File: config.mk
export PLATFORM = sky130hd
export DESIGN_NAME = ext_stage
export DESIGN_NICKNAME = d
export VERILOG_FILES = /design/src/rtl/ext_stage.sv
export SDC_FILE = /design/constraint.sdc
export NUM_CORES = 1
export LEC_CHECK = 0
export BUFFER_PORTS_ARGS = -buffer_cell sky130_fd_sc_hd__buf_2
export CAP_MARGIN = 20
export CORE_MARGIN = 2
export CORE_UTILIZATION = 48
export DETAILED_ROUTE_END_ITERATION = 8
export PLACE_DENSITY_LB_ADDON = 0.3
export SYNTH_ARGS = -nofsm -noshare
export SYNTH_HDL_FRONTEND = slang
export SYNTH_SLANG_ARGS = --single-unit
File: constraint.sdc
create_clock -name clk -period 2.4 [get_ports clk]
set_input_delay 0.12 -clock clk [delete_from_list [all_inputs] [get_ports clk]]
set_output_delay 0.12 -clock clk [all_outputs]
set_load 0.01 [all_outputs]
File: src/rtl/ext_stage.sv
// Immediate / load-data extension stage followed by a small FIFO output buffer.
// Results are computed at the push edge; the consumer sees only registered state.
module ext_stage #(
    parameter int IMM_W  = 16,
    parameter int DATA_W = 32,
    parameter int DEPTH  = 2,
    localparam int OFF_W = $clog2(DATA_W / 8)
) (
    input  logic              clk,
    input  logic              reset,
    input  logic              in_valid,
    output logic              in_ready,
    input  logic [2:0]        in_op,
    input  logic [IMM_W-1:0]  in_imm,
    input  logic [DATA_W-1:0] in_word,
    input  logic [OFF_W-1:0]  in_off,
    input  logic              flush,
    output logic              out_valid,
    input  logic              out_ready,
    output logic [DATA_W-1:0] out_data,
    output logic              out_err
);

    localparam int PTR_W = $clog2(DEPTH);
    localparam int ENT_W = DATA_W + 1;
    localparam logic [PTR_W:0] FULL = (PTR_W + 1)'(DEPTH);

    // Returns {data, err}; odd halfword offsets yield zero data with err set.
    function automatic logic [ENT_W-1:0] ext_calc(
        input logic [2:0]        op,
        input logic [IMM_W-1:0]  imm,
        input logic [DATA_W-1:0] word,
        input logic [OFF_W-1:0]  off
    );
        logic signed [DATA_W-1:0] simm;
        logic [15:0]              sh;
        logic signed [7:0]        sbyte;
        logic signed [15:0]       shalf;
        logic [DATA_W-1:0]        data;
        logic                     err;
        simm  = DATA_W'($signed(imm));
        sh    = 16'(word >> {off, 3'b000});
        sbyte = $signed(sh[7:0]);
        shalf = $signed(sh);
        data  = '0;
        err   = 1'b0;
        case (op)
            3'b000: data = simm;
            3'b001: data = DATA_W'(imm);
            3'b010: data = {imm, {(DATA_W - IMM_W){1'b0}}};
            3'b011: data = simm <<< 2;
            3'b100: data = DATA_W'(sbyte);
            3'b101: data = DATA_W'(sh[7:0]);
            3'b110: begin
                if (off[0]) err = 1'b1;
                else        data = DATA_W'(shalf);
            end
            default: begin
                if (off[0]) err = 1'b1;
                else        data = DATA_W'(sh);
            end
        endcase
        return {data, err};
    endfunction

    logic [ENT_W-1:0] ent_p0;
    logic [ENT_W-1:0] buf_p1 [DEPTH];
    logic [PTR_W-1:0] wr_ptr;
    logic [PTR_W-1:0] rd_ptr;
    logic [PTR_W:0]   count;
    logic             vld_p1;
    logic             push;
    logic             pop;

    // Stage p0: combinational extension of the incoming request
    assign ent_p0 = ext_calc(in_op, in_imm, in_word, in_off);

    assign in_ready = (count < FULL);
    assign vld_p1   = (count != '0);
    assign push     = in_valid && in_ready;
    assign pop      = vld_p1 && out_ready;

    always_ff @(posedge clk) begin
        if (reset || flush) begin
            count  <= '0;
            wr_ptr <= '0;
            rd_ptr <= '0;
        end else begin
            if (push) wr_ptr <= wr_ptr + PTR_W'(1);
            if (pop)  rd_ptr <= rd_ptr + PTR_W'(1);
            case ({push, pop})
                2'b10:   count <= count + (PTR_W + 1)'(1);
                2'b01:   count <= count - (PTR_W + 1)'(1);
                default: count <= count;
            endcase
        end
    end

    // Stage p1: buffered results; payload needs no reset because an empty buffer masks it
    always_ff @(posedge clk) begin
        if (push) buf_p1[wr_ptr] <= ent_p0;
    end

    assign out_valid           = vld_p1;
    assign {out_data, out_err} = vld_p1 ? buf_p1[rd_ptr] : '0;

endmodule
After elaboration in Yosys (flattened, before gate mapping). Memory sizes are Yosys's and may differ from the RTL's. A register that Yosys moved wholly into a read port is not among the register bits. Cells that the tools add are included. W data, S select, Z words.

$add $sub $neg: 4. Magnitude comparators: 1. Eq/ne operators: 8. Shift-type cells: 1. Multiplexer cells: 11. Reduce and logical (&&, ||, !) cells: 7.

Operators with widths (number): $pmux W32 S7 (1); $mux W33 (1); $mux W32 (1); $shr A32 B5 Y16 (1); $mux W16 (1); $eq A3 B3 Y1 const B (3); $eq A3 B2 Y1 const B (2); $mux W1 (6); $reduce_or A6 Y1 (1); $pmux W2 S2 (1); $reduce_bool A2 Y1 (2); $eq A3 B1 Y1 const B (1); $logic_not A3 Y1 (1); $add A1 B1 Y1 const B (2); $add A2 B1 Y2 const B (1); $eq A2 B1 Y1 const B (1); $eq A2 B2 Y1 const B (1); $logic_and A1 B1 Y1 (2); $lt A2 B2 Y1 const B (1); $sub A2 B1 Y2 const B (1); $logic_or A1 B1 Y1 (1).

Register bits after elaboration: 4. RAM bits: 66. Input port bits: 58. Output and inout port bits: 35. Logic and storage cells: 36. Memories: 1.

Memory list: buf_p1 (depth 2, bits a word 33, read ports 1, clocked after Yosys merged registers in 1, wr ports 1, RTL line 67) `logic [ENT_W-1:0] buf_p1 [DEPTH];`.

Logic depth before layout (Yosys ltp). Gate-level depths: netlist of run 1.

Depth in word-level cells: 4. Mapped depth: 8. Depth with buffers taken out: 8.

Worst setup path after synthesis of run 1. Ideal clock, no wire load.

Kind: reg-to-reg. From: register count[1]. To: memory buf_p1[0][0] (netlist name) (enable). Arrival: 1947 ps. Data required time: 1977 ps. Slack: 30 ps. Cell stages (with the launch flop): 4. Period minus slack after synthesis: 2370 ps. Cells stage by stage: dfxtp_1 > inv_1 > nand2_1 > nor2_1.

Word-level cells in the longest chain between the ends: 4.

RTL lines: start: declaration (RTL line 70) `logic [PTR_W:0] count;`; start signal: assignment (RTL line 92) `2'b10: count <= count + (PTR_W + 1)'(1);`; start signal: assignment (RTL line 93) `2'b01: count <= count - (PTR_W + 1)'(1);`; start signal: assignment (RTL line 94) `default: count <= count;`; $lt A2 B2 Y1 (RTL line 78) `assign in_ready = (count < FULL);`; net in_ready (RTL line 12) `output logic in_ready,`; $logic_and A1 B1 Y1 (RTL line 80) `assign push = in_valid && in_ready;`; $mux W1 (RTL line 101) `if (push) buf_p1[wr_ptr] <= ent_p0;`; $mux W1 (not written as such) (RTL line 101); end: declaration (RTL line 67).

The timed path passes the listed nets, and every way through them passes these cells.

==> flow_summary.json, run 1 <==
{
  "holdPathStages": 2,
  "start_util_pct": 49.2,
  "max_freq_mhz": 550,
  "yosysUniqueCellTypes": 41,
  "reg2reg_from": "count[1]",
  "firstDrtPassIters": 5,
  "grt_pass1_vias": 2480,
  "rows": 31,
  "fin_ws_ps": 581,
  "critPathMaxFanout": 19,
  "finalPower_mw": 2.68,
  "yosys_warnings": 0,
  "antenna_found_initial": 0,
  "synth_area_leaders": "edfxtp_1 (56%), mux2i_1 (12%), nor2_1 (4.3%), dfxtp_1 (2.8%), a22oi_1 (2.5%)",
  "grt_first_pass_wirelength_um": 12500,
  "synth_simple_gate_area_share_pct": 9.09,
  "status": "finished clean",
  "routed_via_density": 5.47,
  "yosysTopAreaCell": "edfxtp_1",
  "area_delta_synth_final_pct": 21.0,
  "syn_area_per_cell_um2": 12.4,
  "cts_buffers": 9,
  "final-setup-viol-count": 0,
  "die-area_um2": 8100,
  "clk_pin_slew_ps": 70,
  "maxSlewHeadroom_pct": 62.7,
  "final_layout_size_suffix_gt1_share_pct": 34.0,
  "port_buffers": 92,
  "clock-sinks": 71,
  "dp_cells": 463,
  "rsz0062_at_grt": "no",
  "cp-endpoint": "out_data[16]",
  "htree_levels": 3,
  "min_period_over_period_pct": 75.8,
  "cts_root_buf": "clkbuf_8",
  "synth_mux_area_share_pct": 14.9,
  "place_hpwl_um": 5640,
  "synth_compound_area_share_pct": 12.4,
  "period_minus_slack_ps": 1820,
  "seq_area_frac_synth_pct": 58.6,
  "final_cells": 481,
  "path_cells": "buf_12 -> mux2i_1 -> nor2_1 -> buf_2",
  "synth_top_area_share_pct": 55.8,
  "nNetsFinal": 437,
  "die_w_um": 90.0,
  "grt_max_degree": 34,
  "postCtsSetupBuffers": 0,
  "placed_cell_area_um2": 4110,
  "gr-total-overflow": 0,
  "endpoint_kind": "output port",
  "hp-class": "in -> reg",
  "clk_path_buf_depth": 2,
  "antenna_left": 0,
  "crit_arrival_ps": 1700,
  "start_kind": "flip-flop",
  "ys_ff_latch": 71,
  "cts_hold_buffers": 3,
  "finClkSkew_ps": 5.59,
  "insertion_delay_ps": 340,
  "reg2regPathDepth": 6,
  "final_area_um2": 4300,
  "finalSetupTns_ps": 0,
  "hold_violations": 0,
  "cp_slowest_cell": "dfxtp_2",
  "gp_congestion": 0.878,
  "routed_wl_um": 7950,
  "synth_fa_ha_area_share_pct": 0.352,
  "die_height_um": 90.0,
  "critPathMaxStageDelay_ps": 650,
  "syn_area_um2": 3550,
  "maxCapViolCount": 0,
  "synthXorXnorAreaFrac_pct": 1.23,
  "r2r_slack_ps": 790,
  "post_cts_resized": 0,
  "required_ps": 2280,
  "syn-num-nets": 345,
  "io_pins": 93,
  "diodes": 0,
  "p_leak_nw": 1.73,
  "dp_slack_ps": 684,
  "track_usage_pct": 19.9,
  "coreArea_um2": 7210,
  "cts_tree": "built",
  "irDropWorstVdd_mv": 0.289,
  "synth_top_family_by_area": "multiplexers",
  "crit_type": "reg -> out",
  "route.detailed.wl_per_inst_um": 16.5,
  "drc_errors": 0,
  "drt_iter0_markers": 286,
  "cellPowerDensity_nw_per_um2": 624,
  "slew_violations": 0,
  "worst_pin_slew_ps": 559,
  "via_count": 2633,
  "synthCells": 286
}
worst min-delay path by stage:
stage	from	end	slack [ps]
after CTS	in_imm[13]	buf_p1[0][30]	100
after detailed placement	reset	flip-flop	350
after global routing	in_imm[13]	buf_p1[0][30]	110
after global placement	reset	flip-flop	350
after floorplan	reset	count[1]	200
final	in_imm[13]	buf_p1[1][30]	110
report_power, final:
group          internal [mW]  switching (mW)
Combinational          0.182           0.250
Sequential              1.45          0.0214
Clock                  0.364           0.411
Total                   2.00           0.683
kinds of logic after synthesis:
logic type / count (synthesis)
mux: 51
simple gates: 75
flops: 71
fa+ha+maj: 1
buf+inv: 26
compound gates: 57
xor+xnor: 5
synthesized netlist by cell type, drive strengths merged:
library cell   n
edfxtp        66
mux2i         44
nor2          41
clkbuf        17
a21o          14
nand2         13
a22oi         12
o221ai        10
nor3           7
mux2           6
buf            5
dfxtp          5
o21ai          5
inv            4
a21oi          3
nand3          3
nor2b          3
o211ai         3
xnor2          3
a2bb2oi        2
and2           2
nand2b         2
or3            2
xor2           2
a21boi         1
a221oi         1
a222oi         1
a31oi          1
and2b          1
and3           1
ha             1
mux4           1
o21a           1
o21ba          1
o22a           1
o22ai          1
area by class of cell:
type | instances | area, um2
timing repair buffer | 103 | 563
sequential | 71 | 2080
multi-input combinational | 189 | 1360
clock buffer | 11 | 131
tap | 99 | 124
clock inverter | 4 | 23.8
inverter | 4 | 15.0
fill | 612 | 2920
per-layer routing:
metal  vias to the layer above  routed length, um  global-route usage [%]
met4                         0                190                    8.59
met5                         -                  0                       0
met1                      1240               3500                    27.9
met3                        16                554                    3.77
li1                       1267                  -                       -
met2                       110               3710                    30.4
sequential cells by signal, indices dropped and copies added (netlist names), named ones only:
| name | flops |
|---|---|
| wr_ptr | 1 |
| buf_p1 | 66 |
| rd_ptr | 1 |
| count | 2 |
metrics by stage:
step                      hold WS (ps)  utilization (%)
after detailed placement           349             57.0
after global routing               115             59.6
after global placement             351             57.0
final                              113             59.6
after floorplan                    197                -
after CTS                         99.7             59.6
cell usage in the layout, fill, tap and decap left out, types with 8 or more instances in the layout:
master,synthesis,final
edfxtp_1,66,66
nand2_1,13,13
a21o_1,8,8
clkbuf_8,0,9
nor2_1,41,39
o221ai_1,10,10
a22oi_1,12,12
mux2i_1,44,44
buf_2,0,92
worst max-delay path, delay by kind of cell (launching register included):
family,cells,cell delay [ps]
muxes,1,250
and+or+nand+nor,1,60
buffers and inverters,2,400
DFF,1,650
Power figures use the tool's default switching activity.
==> inputs of run 2 (changes only) <==
- CORE_UTILIZATION: 48 -> 50
- clock period: 2.4 -> 1.9 ns (I/O delays scaled with it)
==> flow_summary.json, run 2 (same netlist as run 1, synthesis figures left out) <==
{
  "status": "finished clean",
  "clock-sinks": 71,
  "final-setup-viol-count": 0,
  "crit_arrival_ps": 1550,
  "worst_pin_slew_ps": 478,
  "final_cells": 482,
  "area_delta_synth_final_pct": 22.3,
  "maxCapViolCount": 0,
  "htree_levels": 3,
  "drt_iter0_markers": 248,
  "place_hpwl_um": 5750,
  "finClkSkew_ps": 7.58,
  "grt_pass1_vias": 2535,
  "start_kind": "flip-flop",
  "route.detailed.wl_per_inst_um": 17.0,
  "gp_congestion": 0.905,
  "die_height_um": 88.3,
  "largest_reg_flops": 66,
  "dp_cells": 463,
  "antenna_found_initial": 0,
  "track_usage_pct": 21.8,
  "r2r_slack_ps": 270,
  "antenna_left": 0,
  "rows": 30,
  "io_pins": 93,
  "multi_input_area_um2": 1360,
  "insertion_delay_ps": 330,
  "grt_first_pass_wirelength_um": 12500,
  "routed_via_density": 5.70,
  "cts_root_buf": "clkbuf_8",
  "irDropWorstVdd_mv": 0.422,
  "crit_type": "reg -> out",
  "postCtsSetupBuffers": 0,
  "utilization_pct": 63.6,
  "start_util_pct": 52.0,
  "final_common_cell": "buf_2",
  "firstDrtPassIters": 5,
  "required_ps": 1800,
  "clk_pin_slew_ps": 70,
  "endpoint_kind": "output port",
  "min_period_over_period_pct": 86.7,
  "critPathMaxFanout": 22,
  "routed_wl_um": 8210,
  "hold_violations": 0,
  "die-area_um2": 7790,
  "maxSlewHeadroom_pct": 67.8,
  "seq_area_um2": 2080,
  "period_minus_slack_ps": 1650,
  "via_count": 2745,
  "port_buffers": 92,
  "n_fill_cell": 565,
  "cts_buffers": 9,
  "drc_errors": 0,
  "finalSetupTns_ps": 0,
  "layout_common_cells": "buf_2 (92), edfxtp_1 (66), mux2i_1 (44)",
  "gr-total-overflow": 0,
  "cts_tree": "built",
  "clk_path_buf_depth": 2,
  "nNetsFinal": 440,
  "diodes": 0,
  "reg_top3": "buf_p1 x66, count x2",
  "max_freq_mhz": 607,
  "grt_max_degree": 34,
  "top_register": "buf_p1",
  "post_cts_resized": 0,
  "slew_violations": 0,
  "rsz0062_at_grt": "no",
  "cellPowerDensity_nw_per_um2": 793,
  "hp-class": "in -> reg",
  "final_layout_size_suffix_gt1_share_pct": 34.5,
  "die_w_um": 88.3,
  "p_leak_nw": 1.75,
  "coreArea_um2": 6830
}
-- run 2: changes by cell type in the layout (fill, tap and decap cells not counted) --
cell,change
clkbuf_8,+1
clkinv_4,+1
clkinvlp_4,-1
buf_4,+2
clkinv_1,-1
buf_12,+1
clkbuf_1,+2
clkinv_2,-1
-- run 2: area by class of cell --
cell class,count,share of cell area (%)
Inverter,4,0.346
Multi-Input combinational cell,189,31.2
Clock inverter,2,0.375
Clock buffer,14,3.52
Sequential cell,71,48.0
Timing Repair Buffer,106,13.8
Tap cell,96,2.77
-- run 2: per-layer routing --
metal  track usage [%]  share of wire [%]  vias to the layer above  wire [um]
met1              29.9                 41                     1285       3340
met3              2.99                7.7                       27        630
met4              10.9                3.3                        0        273
met2              34.3                 48                      163       3970
li1                  -                  -                     1270          -
met5                 0                  0                        -          0
-- run 2: path summary, 6_finish.rpt --
kind,from,to,cells past startpoint
worst max-delay path,flip-flop,out_data[11],4
worst min-delay path,in_imm[12],buf_p1[0][29],2
worst max register to register,count[1],flip-flop,6
worst min register to register,rd_ptr,rd_ptr,2
-- run 2: what timing repair did --
action                     CTS  global route
setup endpoints to repair    0             0
hold buffers                 3             0
hold endpoints to repair     5             0
-- run 2: worst max-delay path, stage by stage (launching register included) --
cell	delay, ps
dfxtp_2	340
buf_4	350
mux2i_1	310
nor2_1	60
buf_2	140
-- run 2: where the power goes --
part	internal [mW]	total, mW	switching (mW)
clock	0.514	1.03	0.512
combinational	0.238	0.561	0.323
sequential	1.83	1.86	0.0240
total	2.59	3.44	0.859
-- run 2: per-stage QoR --
step / area, um2 / power (mW) / worst slack [ps] / hold slack (ps)
CTS: 4340 / 3.46 / 250 / 83.8
floorplan: 3550 / 2.23 / 72.6 / 172
finish: 4340 / 3.44 / 253 / 96.4
detailed placement: 4140 / 2.44 / 202 / 325
global route: 4340 / 3.59 / 127 / 89.3
global placement: 4140 / 2.42 / 284 / 328
